**src/rtl/vga_sync_rx.sv**
```systemverilog
// VGA timing recovery: rebuilds x/y, active video and lock status from the h_sync/v_sync pair.
// Define VGA_RX_MEASURE_EN to build the line-length / frame-height measurement; otherwise both read 0.
//
// state   | meaning
// SEARCH  | not aligned, waiting for a v_sync fall; errors ignored
// ACQUIRE | aligned, counting clean frames toward lock
// LOCKED  | stable timing, active/frame_start enabled
module vga_sync_rx #(
   parameter int H_TOTAL     = 800,
   parameter int H_ACTIVE    = 640,
   parameter int H_FALL      = 655,
   parameter int V_TOTAL     = 525,
   parameter int V_ACTIVE    = 480,
   parameter int V_FALL      = 489,
   parameter int LOCK_FRAMES = 2
) (
   input  logic       CLK25,
   input  logic       Reset,
   input  logic       h_sync,
   input  logic       v_sync,
   output logic [9:0] rx_x,
   output logic [9:0] rx_y,
   output logic       active,
   output logic       frame_start,
   output logic       locked,
   output logic [7:0] err_cnt,
   output logic [9:0] line_len,
   output logic [9:0] frame_lines
);

   localparam logic [9:0]  X_LAST = 10'(H_TOTAL - 1);
   localparam logic [9:0]  Y_LAST = 10'(V_TOTAL - 1);
   localparam logic [9:0]  X_FALL = 10'(H_FALL);
   localparam logic [9:0]  Y_FALL = 10'(V_FALL);
   localparam logic [9:0]  X_ACT  = 10'(H_ACTIVE);
   localparam logic [9:0]  Y_ACT  = 10'(V_ACTIVE);
   localparam logic [10:0] TO_LIM = 11'(2 * H_TOTAL);
   localparam logic [3:0]  LOCK_N = 4'(LOCK_FRAMES);

   typedef enum logic [1:0] {SEARCH, ACQUIRE, LOCKED} state_t;

   state_t      state, state_nx;
   logic        h_q, v_q;
   logic        hfall, vfall;
   logic        x_wrap;
   logic [9:0]  x_pred, y_pred, x_nx, y_nx;
   logic [10:0] to_cnt;
   logic        h_err, v_err, to_err, any_err;
   logic [3:0]  good, good_nx;
   logic [7:0]  err_nx;

   always_comb begin
      hfall  = h_q & ~h_sync;
      vfall  = v_q & ~v_sync;
      x_wrap = (rx_x == X_LAST);
      x_pred = x_wrap ? 10'd0 : rx_x + 10'd1;
      if (x_wrap)
         y_pred = (rx_y == Y_LAST) ? 10'd0 : rx_y + 10'd1;
      else
         y_pred = rx_y;
      x_nx    = hfall ? X_FALL : x_pred;
      y_nx    = vfall ? Y_FALL : y_pred;
      h_err   = hfall && (x_pred != X_FALL);
      v_err   = vfall && (y_pred != Y_FALL);
      // Fires once, on the cycle the counter would step onto the limit.
      to_err  = !hfall && (to_cnt == TO_LIM - 11'd1);
      any_err = h_err | v_err | to_err;

      state_nx = state;
      good_nx  = good;
      err_nx   = err_cnt;
      case (state)
         SEARCH: begin
            if (vfall) begin
               state_nx = ACQUIRE;
               good_nx  = 4'd0;
            end
         end
         ACQUIRE: begin
            if (any_err) begin
               state_nx = SEARCH;
               good_nx  = 4'd0;
               err_nx   = (err_cnt == 8'hff) ? err_cnt : err_cnt + 8'd1;
            end else if (vfall) begin
               good_nx = good + 4'd1;
               if (good_nx == LOCK_N)
                  state_nx = LOCKED;
            end
         end
         LOCKED: begin
            if (any_err) begin
               state_nx = SEARCH;
               good_nx  = 4'd0;
               err_nx   = (err_cnt == 8'hff) ? err_cnt : err_cnt + 8'd1;
            end
         end
         default: begin
            state_nx = SEARCH;
            good_nx  = 4'd0;
         end
      endcase
   end

   always_ff @(posedge CLK25 or posedge Reset) begin
      if (Reset) begin
         state       <= SEARCH;
         h_q         <= 1'b1;
         v_q         <= 1'b1;
         rx_x        <= 10'd0;
         rx_y        <= 10'd0;
         to_cnt      <= 11'd0;
         good        <= 4'd0;
         err_cnt     <= 8'd0;
         locked      <= 1'b0;
         active      <= 1'b0;
         frame_start <= 1'b0;
      end else begin
         state       <= state_nx;
         h_q         <= h_sync;
         v_q         <= v_sync;
         rx_x        <= x_nx;
         rx_y        <= y_nx;
         good        <= good_nx;
         err_cnt     <= err_nx;
         if (hfall)
            to_cnt <= 11'd0;
         else if (to_cnt != TO_LIM)
            to_cnt <= to_cnt + 11'd1;
         // Outputs are built from next-state values so they line up with rx_x/rx_y.
         locked      <= (state_nx == LOCKED);
         active      <= (state_nx == LOCKED) && (x_nx < X_ACT) && (y_nx < Y_ACT);
         frame_start <= (state_nx == LOCKED) && (x_nx == 10'd0) && (y_nx == 10'd0);
      end
   end

`ifdef VGA_RX_MEASURE_EN
   logic [9:0] per_cnt, ln_cnt;

   always_ff @(posedge CLK25 or posedge Reset) begin
      if (Reset) begin
         per_cnt     <= 10'd0;
         ln_cnt      <= 10'd0;
         line_len    <= 10'd0;
         frame_lines <= 10'd0;
      end else begin
         if (hfall) begin
            per_cnt  <= 10'd0;
            line_len <= per_cnt + 10'd1;
         end else begin
            per_cnt  <= per_cnt + 10'd1;
         end
         if (vfall) begin
            ln_cnt      <= 10'd0;
            frame_lines <= ln_cnt;
         end else if (hfall) begin
            ln_cnt      <= ln_cnt + 10'd1;
         end
      end
   end
`else
   assign line_len    = 10'd0;
   assign frame_lines = 10'd0;
`endif

endmodule

```
**config.mk**
```make
export PLATFORM = sky130hd
export DESIGN_NAME = vga_sync_rx
export DESIGN_NICKNAME = d
export VERILOG_FILES = /design/src/rtl/vga_sync_rx.sv
export SDC_FILE = /design/constraint.sdc
export NUM_CORES = 1
export LEC_CHECK = 0
export CORE_MARGIN = 1
export CORE_UTILIZATION = 58
export DETAILED_ROUTE_END_ITERATION = 16
export GPL_TIMING_DRIVEN = 0
export PLACE_DENSITY = 0.86
export SETUP_SLACK_MARGIN = 0.15
export SLEW_MARGIN = 20
export SYNTH_ARGS = -nofsm -noshare
export SYNTH_HDL_FRONTEND = slang
export SYNTH_SLANG_ARGS = --single-unit
```
**constraint.sdc**
```tcl
create_clock -name CLK25 -period 9 [get_ports CLK25]
set_input_delay 2.25 -clock CLK25 [delete_from_list [all_inputs] [get_ports CLK25]]
set_output_delay 2.25 -clock CLK25 [all_outputs]
set_load 0.01 [all_outputs]
```
==> results by group <==
Outcome
  • Status: completed

Critical path
  • R2R Path End: frame_start
  • Worst path max stage delay: 0.45 ns
  • Crit path max-delay cell type: clkdlybuf4s50_1
  • Crit end category: flop
  • R2r setup slk: 5.32 ns
  • Top delay family on crit path: compound AO/OA/AOI/OAI gates
  • Cells on worst reg2reg path: 11
  • Reg2reg start: rx_x[0]
  • Max FO, Critical Path: 10
  • Most used cell along the critical path: clkbuf_1
  • Crit path arrival time: 5.07 ns
  • Category of the most critical setup path: in -> reg
  • Crit path buffers/inverters: 3
  • CP required: 9.22 ns
  • Crit-path cells: clkdlybuf4s50_1 > nand2b_1 > clkbuf_1 > nor3_1 > o211ai_1 > o31ai_1 > clkbuf_1 > o21ai_0 > a21bo_2 > a21oi_1
  • Element type at the critical path start: primary input

Placement
  • DPL Wire Length: 5100 um
  • PortBufs: 34
  • Placer Congestion: 0.884

Pwr
  • LEAKAGE: 1.62 nW
  • Pwr Density: 187 nW/um^2
  • Max VDD drop: 0.153 mV

Worst hold path
  • Hold Path Sink: err_cnt[6]
  • Hold Path Stages: 1
  • Min-Delay Path Class: reg -> reg
  • Hold_sp: err_cnt[6]

Timing
  • Final setup vio count: 0
  • Rel. slew slack: 58.8%
  • Max-slew violation count: 0
  • Pin slew with the least headroom to its limit: 0.603 ns
  • Final period util: 53.9%
  • Highest clock rate: 206 MHz
  • Final count of hold timing violations: 0
  • Final setup TNS: 0 ns
  • Hold slack final: 0.510 ns
  • Clock Skew: 0.0123 ns
  • Fin crit period: 4.85 ns
  • RSZ-0062 raised after global routing: no

Logic synthesis
  • Warning count from the yosys run: 0
  • Largest area contributor in the netlist: dfrtp_1
  • Syn Area/Cell: 9.19 um^2
  • Top cell type's share of synthesized area: 36.8%
  • Post-synth ARST share: 100%
  • Synth Cell Area: 3260 um^2
  • Cells after synthesis: 355
  • Number of synthesized flops with an enable pin: 0
  • Most used DFF post-synth: dfrtp_1
  • Post-synth cell types: 70
  • Seq/Total Area, Yosys: 38.4%
  • Synth area leaders: dfrtp_1, buf_4, ha_1
  • Count of state elements after synthesis: 50

Global routing
  • First-pass GRT wire length: 12100 um
  • Number of global-route vias before repair: 2614
  • Grt ovf: 0
  • Antenna violations before repair: 0
  • Global-route usage over all layers: 25.2%
  • Largest net degree at the start of global routing: 33

Clocking
  • Number of post-CTS setup repair buffers: 0
  • H-tree Lvls: 2
  • Clk_lat worst skew: 0.31 ns
  • # clock sinks: 50
  • CTS clk-pin slew, worst paths: 0.08 ns
  • CTS max path bufs: 2
  • CTS hold repair buffers: 0
  • Resized cells post-CTS: 0
  • TritonCTS clock tree: yes
  • Num CTS Buffers: 5
  • Clock root buffer: clkbuf_8

Detailed routing
  • Initial DRC count: 222
  • Post-route ant nets: 0
  • WL final: 6870 um
  • Vias per inst: 5.65
  • Residual DRC count: 0
  • First-pass DRT Iterations: 4
  • WL/cell: 14.1 um
  • Via Count: 2753

Final layout
  • Diode count: 0
  • Final #Nets: 432
  • Share of layout cells above drive strength 1: 13.7%
  • Area Growth Syn to Fin: 18.7%

Floorplanning
  • Number of cell rows: 26
  • Die W: 77.0 um
  • Initial Utilization: 61.9%
  • Die height: 77.0 um
  • Die Area: 5930 um^2
  • I/O pin cnt: 55
  • Core area: 5270 um^2

Job
  • Max-cap violation count: 0
==> how the worst max path moves through the flow <==
stage	start	end	slack [ns]	depth (start not counted)
6_report	h_sync	good[3]	4.15	10
5_1_grt	h_sync	good[3]	3.94	10
4_1_cts	h_sync	good[3]	4.22	10
3_5_place_dp	h_sync	good[3]	3.91	10
3_3_place_gp	h_sync	good[3]	3.96	10
2_1_floorplan	h_sync	frame_start	4.92	8
==> metal layers <==
layer | wire (um) | GRT usage, %
met5 | 0 | 0
met4 | 123 | 8.68
met3 | 278 | 3.93
met2 | 3330 | 41.3
met1 | 3140 | 34.1
==> cell families after synthesis <==
group,after synthesis,share of synthesized area (%)
simple gates,138,23.9
compound gates,66,14.9
buf+inv,56,9.28
flops,50,38.4
xor+xnor,29,7.78
fa+ha+maj,12,4.60
mux,3,0.997
other cells,1,0.115
==> final cells by class <==
cell class / instances / area [um^2]
plain buffers: 37 / 231
clock buffers: 7 / 86.3
clock inverters: 1 / 5.00
fillers: 415 / 1400
inverters: 19 / 71.3
multi-input cells: 268 / 1780
flip-flops and latches: 50 / 1250
well taps: 70 / 87.6
repair buffers: 35 / 360
==> synth_stat cells (all sizes together), types with 2 or more instances <==
cell type	instances
inv	19
or3	6
clkbuf	7
o31ai	5
ha	12
nor3	15
o311ai	2
nand2b	6
nand3b	4
nand2	25
a21o	3
or4	3
and3	2
nor4	4
dfrtp	48
a31oi	5
o21a	2
nand4b	5
xnor2	12
nor2	29
buf	30
nand3	16
nor2b	3
dfstp	2
nand4	8
a31o	2
o21ai	14
a21oi	9
xor2	17
a211oi	4
nand4bb	3
and4	3
a2111oi	4
mux2	2
==> metrics by stage <==
stage	worst slack, ns	power (W)	utilization [%]	cells	area (um^2)
floorplan	4.92	0.000491	-	374	3330
global placement	3.96	0.000578	71.4	478	3760
detailed placement	3.91	0.000588	71.8	479	3780
CTS	4.22	0.000724	73.5	487	3870
global route	3.94	0.000776	73.5	487	3870
finish	4.15	0.000723	73.5	487	3870
==> flip-flops by register name, indices dropped and copies added (netlist names) <==
signal / count
to_cnt: 11
rx_x: 10
rx_y: 10
err_cnt: 8
good: 4
state: 2
active: 1
frame_start: 1
h_q: 1
locked: 1
v_q: 1
==> report_power, final <==
group / internal [W] / switching, W
clock network: 0.0000621 / 0.0000719
logic: 0.000133 / 0.000152
registers: 0.000262 / 0.0000413
total: 0.000457 / 0.000266
==> cell usage in the layout, fill, tap and decap left out, types with 3 or more instances in the layout <==
cell type        netlist  routed
dfrtp_1               48      48
clkdlybuf4s50_1        0      34
nor2_1                29      29
nand2_1               25      25
buf_4                 20      20
conb_1                 1      20
inv_1                 19      18
xor2_1                17      17
nand3_1               16      16
nor3_1                15      15
o21ai_0               12      12
xnor2_1               12      12
ha_1                  12      12
a21oi_1                9       9
clkbuf_1               7       8
buf_2                  8       8
nand4_1                7       7
nand2b_1               6       6
clkbuf_8               0       6
a31oi_1                5       5
o31ai_1                5       5
nand4b_1               5       5
or3_1                  5       5
nand3b_1               4       4
a211oi_1               4       4
nor2b_1                3       3
nand4bb_1              3       3
nor4_1                 3       3
a21o_1                 3       3
(Power assumes the default switching activity.)
